==> src/rtl/bus_pkg.sv <==
// bus_pkg: shared definitions for the bus_fabric interconnect.
//   - bus_state_e : transaction FSM states (IDLE, ACCESS, WAIT, RESP)
//   - CAUSE_*     : fault cause encodings reported on fault_cause
//   - wait_slice  : extracts one slave's 4-bit wait count from a packed table
//   - idx_width   : width of a slave index for a given slave count
package bus_pkg;

    typedef enum logic [1:0] {
        ST_IDLE   = 2'd0,
        ST_ACCESS = 2'd1,
        ST_WAIT   = 2'd2,
        ST_RESP   = 2'd3
    } bus_state_e;

    localparam logic CAUSE_UNMAPPED = 1'b0;
    localparam logic CAUSE_TIMEOUT  = 1'b1;

    // Upper bound on the number of windows; wait tables are widened to this
    // size so the slice helper has a fixed signature.
    localparam int MAX_SLAVES = 16;

    function automatic logic [3:0] wait_slice(input logic [MAX_SLAVES*4-1:0] waits,
                                              input logic [3:0]              idx);
        return waits[{idx, 2'b00} +: 4];
    endfunction

    function automatic int idx_width(input int n);
        return (n > 1) ? $clog2(n) : 1;
    endfunction

endpackage

==> src/rtl/bus_addr_match.sv <==
// bus_addr_match: combinational priority address decoder.
// A window i hits when (addr & mask_i) == base_i; the lowest hitting index
// wins. The offset is the address with the window's mask bits removed.
// Ports:
//   addr   in  ADDR_W  address to decode
//   hit    out 1       some window matched
//   idx    out IDX_W   index of the winning window (0 on miss)
//   offset out ADDR_W  addr & ~mask of the winning window (0 on miss)
module bus_addr_match
    import bus_pkg::*;
#(
    parameter int                           ADDR_W     = 16,
    parameter int                           NUM_SLAVES = 4,
    parameter logic [NUM_SLAVES*ADDR_W-1:0] SLAVE_BASE = {16'h2000, 16'h1080, 16'h1000, 16'h0000},
    parameter logic [NUM_SLAVES*ADDR_W-1:0] SLAVE_MASK = {16'hF000, 16'hFFFF, 16'hFF80, 16'hF800},
    parameter int                           IDX_W      = idx_width(NUM_SLAVES)
) (
    input  logic [ADDR_W-1:0] addr,
    output logic              hit,
    output logic [IDX_W-1:0]  idx,
    output logic [ADDR_W-1:0] offset
);

    logic [NUM_SLAVES-1:0] hit_vec;
    logic [ADDR_W-1:0]     mask_arr [NUM_SLAVES];

    generate
        for (genvar gi = 0; gi < NUM_SLAVES; gi++) begin : g_win
            assign mask_arr[gi] = SLAVE_MASK[gi*ADDR_W +: ADDR_W];
            assign hit_vec[gi]  = ((addr & mask_arr[gi]) == SLAVE_BASE[gi*ADDR_W +: ADDR_W]);
        end
    endgenerate

    // Scan from the highest index down so the lowest hitting index is the
    // last assignment and therefore wins.
    always_comb begin
        hit    = |hit_vec;
        idx    = '0;
        offset = '0;
        for (int i = NUM_SLAVES - 1; i >= 0; i--) begin
            if (hit_vec[i]) begin
                idx    = IDX_W'(i);
                offset = addr & ~mask_arr[i];
            end
        end
    end

endmodule

==> src/rtl/bus_fabric.sv <==
// bus_fabric: request/ready interconnect from the CPU data port to
// NUM_SLAVES address windows, with per-slave wait states, slave ready,
// timeout and a sticky fault record.
// Ports:
//   clk, rst_n              clock, asynchronous active-low reset
//   m_address/m_din         master address / write data, held until m_ready
//   m_w_en/m_r_en           master write / read request (both => write)
//   m_dout/m_ready/m_fault  one-cycle response: data, completion, failure
//   s_sel                   one-hot select, held ACCESS through WAIT
//   s_w_en/s_r_en           one-cycle write / read strobe
//   s_offset/s_din          window-relative offset / write data to slaves
//   s_dout/s_ready          packed slave read data / per-slave ready
//   fault_valid/addr/cause/write  sticky record of the first uncleared fault
//   fault_clr               clears fault_valid
module bus_fabric
    import bus_pkg::*;
#(
    parameter int                           ADDR_W     = 16,
    parameter int                           DATA_W     = 8,
    parameter int                           NUM_SLAVES = 4,
    parameter logic [NUM_SLAVES*ADDR_W-1:0] SLAVE_BASE = {16'h2000, 16'h1080, 16'h1000, 16'h0000},
    parameter logic [NUM_SLAVES*ADDR_W-1:0] SLAVE_MASK = {16'hF000, 16'hFFFF, 16'hFF80, 16'hF800},
    parameter logic [NUM_SLAVES*4-1:0]      SLAVE_WAIT = {4'd1, 4'd0, 4'd0, 4'd0},
    parameter int                           TIMEOUT    = 32
) (
    input  logic                         clk,
    input  logic                         rst_n,
    input  logic [ADDR_W-1:0]            m_address,
    input  logic [DATA_W-1:0]            m_din,
    input  logic                         m_w_en,
    input  logic                         m_r_en,
    output logic [DATA_W-1:0]            m_dout,
    output logic                         m_ready,
    output logic                         m_fault,
    output logic [NUM_SLAVES-1:0]        s_sel,
    output logic [NUM_SLAVES-1:0]        s_w_en,
    output logic [NUM_SLAVES-1:0]        s_r_en,
    output logic [ADDR_W-1:0]            s_offset,
    output logic [DATA_W-1:0]            s_din,
    input  logic [NUM_SLAVES*DATA_W-1:0] s_dout,
    input  logic [NUM_SLAVES-1:0]        s_ready,
    output logic                         fault_valid,
    output logic [ADDR_W-1:0]            fault_addr,
    output logic                         fault_cause,
    output logic                         fault_write,
    input  logic                         fault_clr
);

    localparam int IDX_W = idx_width(NUM_SLAVES);
    localparam int CNT_W = $clog2(TIMEOUT + 1);
    localparam logic [MAX_SLAVES*4-1:0] WAIT_ALL = (MAX_SLAVES*4)'(SLAVE_WAIT);

    bus_state_e          state_q, state_d;
    logic [ADDR_W-1:0]   addr_q, addr_d;
    logic [DATA_W-1:0]   din_q, din_d;
    logic                write_q, write_d;
    logic [IDX_W-1:0]    idx_q, idx_d;
    logic [ADDR_W-1:0]   offset_q, offset_d;
    logic [CNT_W-1:0]    cnt_q, cnt_d;
    logic [DATA_W-1:0]   dout_q, dout_d;
    logic                resp_fault_q, resp_fault_d;

    logic                fault_valid_q, fault_valid_d;
    logic [ADDR_W-1:0]   fault_addr_q, fault_addr_d;
    logic                fault_cause_q, fault_cause_d;
    logic                fault_write_q, fault_write_d;

    // Fault event raised by the FSM in the cycle the faulting response is
    // decided; the capture logic below turns it into the sticky record.
    logic                fault_evt;
    logic [ADDR_W-1:0]   fault_evt_addr;
    logic                fault_evt_cause;
    logic                fault_evt_write;

    logic                match_hit;
    logic [IDX_W-1:0]    match_idx;
    logic [ADDR_W-1:0]   match_offset;

    logic [NUM_SLAVES-1:0] sel_oh;
    logic [DATA_W-1:0]     dout_sel;
    logic                  ready_sel;
    logic [3:0]            wait_sel;

    bus_addr_match #(
        .ADDR_W     (ADDR_W),
        .NUM_SLAVES (NUM_SLAVES),
        .SLAVE_BASE (SLAVE_BASE),
        .SLAVE_MASK (SLAVE_MASK),
        .IDX_W      (IDX_W)
    ) u_match (
        .addr   (m_address),
        .hit    (match_hit),
        .idx    (match_idx),
        .offset (match_offset)
    );

    generate
        for (genvar gi = 0; gi < NUM_SLAVES; gi++) begin : g_sel
            assign sel_oh[gi] = (idx_q == IDX_W'(gi));
        end
    endgenerate

    // One-hot AND-OR selection of the active slave's data and ready.
    always_comb begin
        dout_sel  = '0;
        ready_sel = 1'b0;
        for (int i = 0; i < NUM_SLAVES; i++) begin
            if (sel_oh[i]) begin
                dout_sel  = dout_sel | s_dout[i*DATA_W +: DATA_W];
                ready_sel = ready_sel | s_ready[i];
            end
        end
        wait_sel = wait_slice(WAIT_ALL, 4'(idx_q));
    end

    always_comb begin
        state_d         = state_q;
        addr_d          = addr_q;
        din_d           = din_q;
        write_d         = write_q;
        idx_d           = idx_q;
        offset_d        = offset_q;
        cnt_d           = cnt_q;
        dout_d          = dout_q;
        resp_fault_d    = resp_fault_q;
        fault_evt       = 1'b0;
        fault_evt_addr  = addr_q;
        fault_evt_cause = CAUSE_UNMAPPED;
        fault_evt_write = write_q;

        unique case (state_q)
            ST_IDLE: begin
                if (m_w_en || m_r_en) begin
                    addr_d  = m_address;
                    din_d   = m_din;
                    write_d = m_w_en;
                    cnt_d   = '0;
                    if (match_hit) begin
                        idx_d        = match_idx;
                        offset_d     = match_offset;
                        resp_fault_d = 1'b0;
                        state_d      = ST_ACCESS;
                    end else begin
                        // Unmapped: answer immediately, never touch a slave.
                        offset_d        = '0;
                        dout_d          = '0;
                        resp_fault_d    = 1'b1;
                        fault_evt       = 1'b1;
                        fault_evt_addr  = m_address;
                        fault_evt_cause = CAUSE_UNMAPPED;
                        fault_evt_write = m_w_en;
                        state_d         = ST_RESP;
                    end
                end
            end
            ST_ACCESS: begin
                cnt_d   = '0;
                state_d = ST_WAIT;
            end
            ST_WAIT: begin
                // Completion is tested before timeout so a slave that becomes
                // ready on the final counted cycle still completes cleanly.
                if ((int'(cnt_q) >= int'(wait_sel)) && ready_sel) begin
                    dout_d       = write_q ? '0 : dout_sel;
                    resp_fault_d = 1'b0;
                    state_d      = ST_RESP;
                end else if (cnt_q == CNT_W'(TIMEOUT)) begin
                    dout_d          = '0;
                    resp_fault_d    = 1'b1;
                    fault_evt       = 1'b1;
                    fault_evt_cause = CAUSE_TIMEOUT;
                    state_d         = ST_RESP;
                end else begin
                    cnt_d = cnt_q + 1'b1;
                end
            end
            ST_RESP: begin
                state_d = ST_IDLE;
            end
            default: state_d = ST_IDLE;
        endcase
    end

    // Sticky fault record: a clear in the same cycle as a new fault lets the
    // new fault overwrite the record, keeping valid set.
    always_comb begin
        fault_valid_d = fault_valid_q;
        fault_addr_d  = fault_addr_q;
        fault_cause_d = fault_cause_q;
        fault_write_d = fault_write_q;
        if (fault_clr) begin
            fault_valid_d = 1'b0;
        end
        if (fault_evt && (!fault_valid_q || fault_clr)) begin
            fault_valid_d = 1'b1;
            fault_addr_d  = fault_evt_addr;
            fault_cause_d = fault_evt_cause;
            fault_write_d = fault_evt_write;
        end
    end

    always_ff @(posedge clk or negedge rst_n) begin
        if (!rst_n) begin
            state_q       <= ST_IDLE;
            addr_q        <= '0;
            din_q         <= '0;
            write_q       <= 1'b0;
            idx_q         <= '0;
            offset_q      <= '0;
            cnt_q         <= '0;
            dout_q        <= '0;
            resp_fault_q  <= 1'b0;
            fault_valid_q <= 1'b0;
            fault_addr_q  <= '0;
            fault_cause_q <= 1'b0;
            fault_write_q <= 1'b0;
        end else begin
            state_q       <= state_d;
            addr_q        <= addr_d;
            din_q         <= din_d;
            write_q       <= write_d;
            idx_q         <= idx_d;
            offset_q      <= offset_d;
            cnt_q         <= cnt_d;
            dout_q        <= dout_d;
            resp_fault_q  <= resp_fault_d;
            fault_valid_q <= fault_valid_d;
            fault_addr_q  <= fault_addr_d;
            fault_cause_q <= fault_cause_d;
            fault_write_q <= fault_write_d;
        end
    end

    // Outputs decode from registered state so reset forces them low at once.
    assign m_ready     = (state_q == ST_RESP);
    assign m_dout      = m_ready ? dout_q : '0;
    assign m_fault     = m_ready & resp_fault_q;
    assign s_sel       = ((state_q == ST_ACCESS) || (state_q == ST_WAIT)) ? sel_oh : '0;
    assign s_w_en      = ((state_q == ST_ACCESS) && write_q)  ? sel_oh : '0;
    assign s_r_en      = ((state_q == ST_ACCESS) && !write_q) ? sel_oh : '0;
    assign s_offset    = offset_q;
    assign s_din       = din_q;
    assign fault_valid = fault_valid_q;
    assign fault_addr  = fault_addr_q;
    assign fault_cause = fault_cause_q;
    assign fault_write = fault_write_q;

endmodule

==> config.mk <==
export PLATFORM = sky130hd
export DESIGN_NAME = bus_fabric
export DESIGN_NICKNAME = d
export VERILOG_FILES = /design/src/rtl/bus_pkg.sv /design/src/rtl/bus_addr_match.sv /design/src/rtl/bus_fabric.sv
export SDC_FILE = /design/constraint.sdc
export NUM_CORES = 1
export LEC_CHECK = 0
export ABC_AREA = 0
export CAP_MARGIN = 20
export CORE_ASPECT_RATIO = 1.5
export CORE_MARGIN = 1
export CORE_UTILIZATION = 43
export CTS_BUF_LIST = sky130_fd_sc_hd__clkbuf_4 sky130_fd_sc_hd__clkbuf_8
export DETAILED_ROUTE_END_ITERATION = 10
export PLACE_DENSITY = 0.9
export SLEW_MARGIN = 25
export SYNTH_ARGS = -nofsm -noshare
export SYNTH_HDL_FRONTEND = slang
export SYNTH_SLANG_ARGS = --single-unit
export TNS_END_PERCENT = 50
==> constraint.sdc <==
create_clock -name clk -period 2.7 [get_ports clk]
set_input_delay 0.54 -clock clk [delete_from_list [all_inputs] [get_ports clk]]
set_output_delay 0.54 -clock clk [all_outputs]
set_load 0.02 [all_outputs]
==> impl_metrics.env <==
export IMPL_result_of_the_run="completed"
export IMPL_cp_slowest_cell="sky130_fd_sc_hd__clkdlybuf4s50_1"
export IMPL_fin_nets=593
export IMPL_drt_drc_violations_left=0
export IMPL_globalRoute_totalOverflow=0
export IMPL_die_area_um2=9394
export IMPL_grt_util_met2=0.4338
export IMPL_p_per_area_nw_per_um2=992.6
export IMPL_die_w_um=79.47
export IMPL_cts_inserted_buffers=9
export IMPL_grt_pass1_vias=3625
export IMPL_path_cells="inv_1, ha_1, inv_1, nor3_1, clkdlybuf4s50_1"
export IMPL_average_instance_area_after_synthesis_um2=10.35
export IMPL_library_cell_with_the_highest_instance_count_after_synthesis="sky130_fd_sc_hd__nand2_1"
export IMPL_worstSetupPathType="reg2out"
export IMPL_standard_cell_row_count=42
export IMPL_r2r_start="idx_q[0]"
export IMPL_post_synth_edffs=0
export IMPL_cts_post_setup_buffers_inserted=0
export IMPL_worstPathRequired_ps=2160
export IMPL_global_route_usage_met3=0.05174
export IMPL_clockBufferDepth=2
export IMPL_async_reset_ff_frac=1.000
export IMPL_ys_seq_area_frac=0.4848
export IMPL_max_vdd_ir_drop_mv=0.4998
export IMPL_synth_top_cell_area_share=0.4848
export IMPL_routed_wirelength_um=11100
export IMPL_setup_violations_final=0
export IMPL_io_pin_count=130
export IMPL_firstDrtPassIters=5
export IMPL_gp_routability_congestion=0.9184
export IMPL_syn_instance_count=374
export IMPL_grt_first_pass_wirelength_um=18030
export IMPL_worst_skew_pair_latency_ps=360
export IMPL_critPathArrivalTime_ps=2030
export IMPL_postCtsHoldBufs=0
export IMPL_worst_path_largest_cell_delay_ps=640
export IMPL_finalClockSkew_ps=8.373
export IMPL_detailedRoute_firstIterationViolations=274
export IMPL_core_um2=8776
export IMPL_grt_max_degree=76
export IMPL_maximum_clock_rate_mhz=389.0
export IMPL_worstSetupStartpointType="flop"
export IMPL_cts_num_sinks=75
export IMPL_fin_total_pwr_mw=5.594
export IMPL_flip_flop_and_latch_count_after_synthesis=75
export IMPL_finalHoldViolations=0
export IMPL_via_count=3471
export IMPL_worst_slew_pin_slew_ps=761.9
export IMPL_cp_end_kind="output pin"
export IMPL_synth_common_cells="88 x sky130_fd_sc_hd__nand2_1, 75 x sky130_fd_sc_hd__dfrtp_1, 21 x sky130_fd_sc_hd__nor2_1, 20 x sky130_fd_sc_hd__or3_1, 13 x sky130_fd_sc_hd__o21ai_0"
export IMPL_finalCoreUtilization=0.6421
export IMPL_hold_removal_path_class="in2async"
export IMPL_htree_levels=3
export IMPL_critical_path_max_fanout=4
export IMPL_timing_final_crit_period_ps=2571
export IMPL_reg2reg_depth=6
export IMPL_fillerInstances=652
export IMPL_sum_of_buffers_and_inverters_on_the_critical_path=3
export IMPL_global_route_peak_usage_layer="met2"
export IMPL_relSlewSlack=0.4920
export IMPL_port_buffer_count=125
export IMPL_initial_standard_cell_utilization_of_the_core=0.4411
export IMPL_final_count_of_pins_violating_max_slew=0
export IMPL_groute_layer_met1_usage=0.2880
export IMPL_power_leakage_nw=2.464
export IMPL_synthTopCellsByArea="sky130_fd_sc_hd__dfrtp_1 48%, sky130_fd_sc_hd__nand2_1 8.5%, sky130_fd_sc_hd__mux4_1 3.4%"
export IMPL_vias_per_cell=5.458
export IMPL_ant_nets=0
export IMPL_globalRouteTotalUtil=0.2519
export IMPL_final_layout_size_suffix_gt1_frac=0.1464
export IMPL_root_buffer="sky130_fd_sc_hd__clkbuf_8"
export IMPL_synthDistinctLibCells=50
export IMPL_die_y_um=118.2
export IMPL_cts_tree="built"
export IMPL_max_cap_viol=0
export IMPL_n_antenna_cell=0
export IMPL_synth_top_area_cell="sky130_fd_sc_hd__dfrtp_1"
export IMPL_yosys_warnings=0
export IMPL_share_of_the_cycle_needed_by_the_critical_path_after_routing=0.9521
export IMPL_reg2reg_setup_slack_ps=300
export IMPL_hpwlAfterDp_um=8296
export IMPL_setup_repair_after_global_routing_missed_its_margin="false"
export IMPL_synth_main_ff_cell="sky130_fd_sc_hd__dfrtp_1"
export IMPL_crit_top_cell="sky130_fd_sc_hd__inv_1"
export IMPL_worst_path_dominant_cell_family="buffers and inverters"
export IMPL_route_detailed_wl_per_inst_um=17.45
export IMPL_clkTransAtPathRegs_ps=80
export IMPL_worstReg2RegEnd="dout_q[6]"
export IMPL_area_growth_syn_to_layout_pct=45.57
export IMPL_antenna_found_initial=0
export IMPL_synthesis_area_um2=3871
export IMPL_cts_repair_resized=0
[kinds of logic (layout without fill, tap and decap cells)]
group | count (synthesis) | after routing | share of synthesized area
simple gates | 182 | 182 | 0.2275
flops | 75 | 75 | 0.4848
compound gates | 55 | 55 | 0.1254
buf+inv | 33 | 182 | 0.04880
mux | 18 | 18 | 0.08307
fa+ha+maj | 7 | 7 | 0.02262
xor+xnor | 3 | 3 | 0.006789
other cells | 1 | 4 | 0.0009687
[where the power goes]
part	internal [mW]	total, mW	switching, mW
Clock	0.621	1.05	0.431
Sequential	1.57	1.86	0.288
Combinational	1.29	2.68	1.40
[cells in the final DEF (no fill, tap or decap), drive strengths merged, types with 2 or more instances in the layout]
master         synthesis  final
dfrtp                 75     75
and3                   2      2
nand2b                 5      5
nor2                  21     21
mux2                   8      8
inv                    7      9
nor3                   7      7
nor4                   2      2
mux4                   9      9
or3                   20     20
nor4b                  2      2
a22o                   7      7
ha                     7      7
bufinv                 0      3
clkdlybuf4s50          0    124
o21ai                 14     14
nor2b                 11     11
buf                   14     35
xor2                   3      3
o21a                   2      2
nand3                  6      6
conb                   1      4
o221a                 17     17
a21oi                  5      5
nand2                 88     88
nand4                  2      2
and2                  11     11
clkbuf                12      9
[metal layers]
metal / share of wire / wire length [µm]
met1: 0.38 / 4235
met2: 0.53 / 5915
met3: 0.043 / 474
met4: 0.043 / 472
met5: 0 / 0
[state kept, by name, summed over array words and instances (netlist names)]
register / cells
dout_q: 8
addr_q: 16
idx_q: 2
write_q: 1
fault_addr: 16
fault_valid: 1
state_q: 2
s_din: 8
resp_fault_q: 1
fault_cause: 1
s_offset: 12
cnt_q: 6
fault_write: 1
[through the flow]
step / instance area (µm²) / worst slack (ps) / instances / hold slack [ps] / setup TNS, ps
3_5_place_dp: 5360 / -152.1 / 619 / 465.2 / -2648
4_1_cts: 5608 / 95.02 / 635 / 347.0 / 0
5_1_grt: 5635 / 19.21 / 636 / 48.75 / 0
2_1_floorplan: 3882 / 53.41 / 377 / 244.4 / 0
3_3_place_gp: 5360 / -118.9 / 619 / 458.0 / -1637
6_report: 5635 / 129.2 / 636 / 41.48 / 0
[final cells by class]
cell class / count / area (µm²) / share of cell area
inverters: 7 / 26.28 / 0.004663
repair buffers: 159 / 1524 / 0.2704
multi-input cells: 269 / 1823 / 0.3235
flip-flops and latches: 75 / 1877 / 0.3330
well taps: 110 / 137.6 / 0.02442
clock buffers: 9 / 123.9 / 0.02198
clock inverters: 7 / 123.9 / 0.02198
[how the worst max path moves through the flow]
stage / start / to / slack (ps) / cells after the start
finish: state_q[0] / s_sel[0] / 130 / 5
global route: state_q[0] / s_sel[0] / 20 / 5
floorplan: idx_q[1] / fault_write / 50 / 12
global placement: m_address[1] / dout_q[5] / -120 / 7
detailed placement: m_address[1] / dout_q[0] / -150 / 7
CTS: state_q[0] / s_sel[0] / 100 / 5
Note: power is estimated with default switching activity, not from simulation.
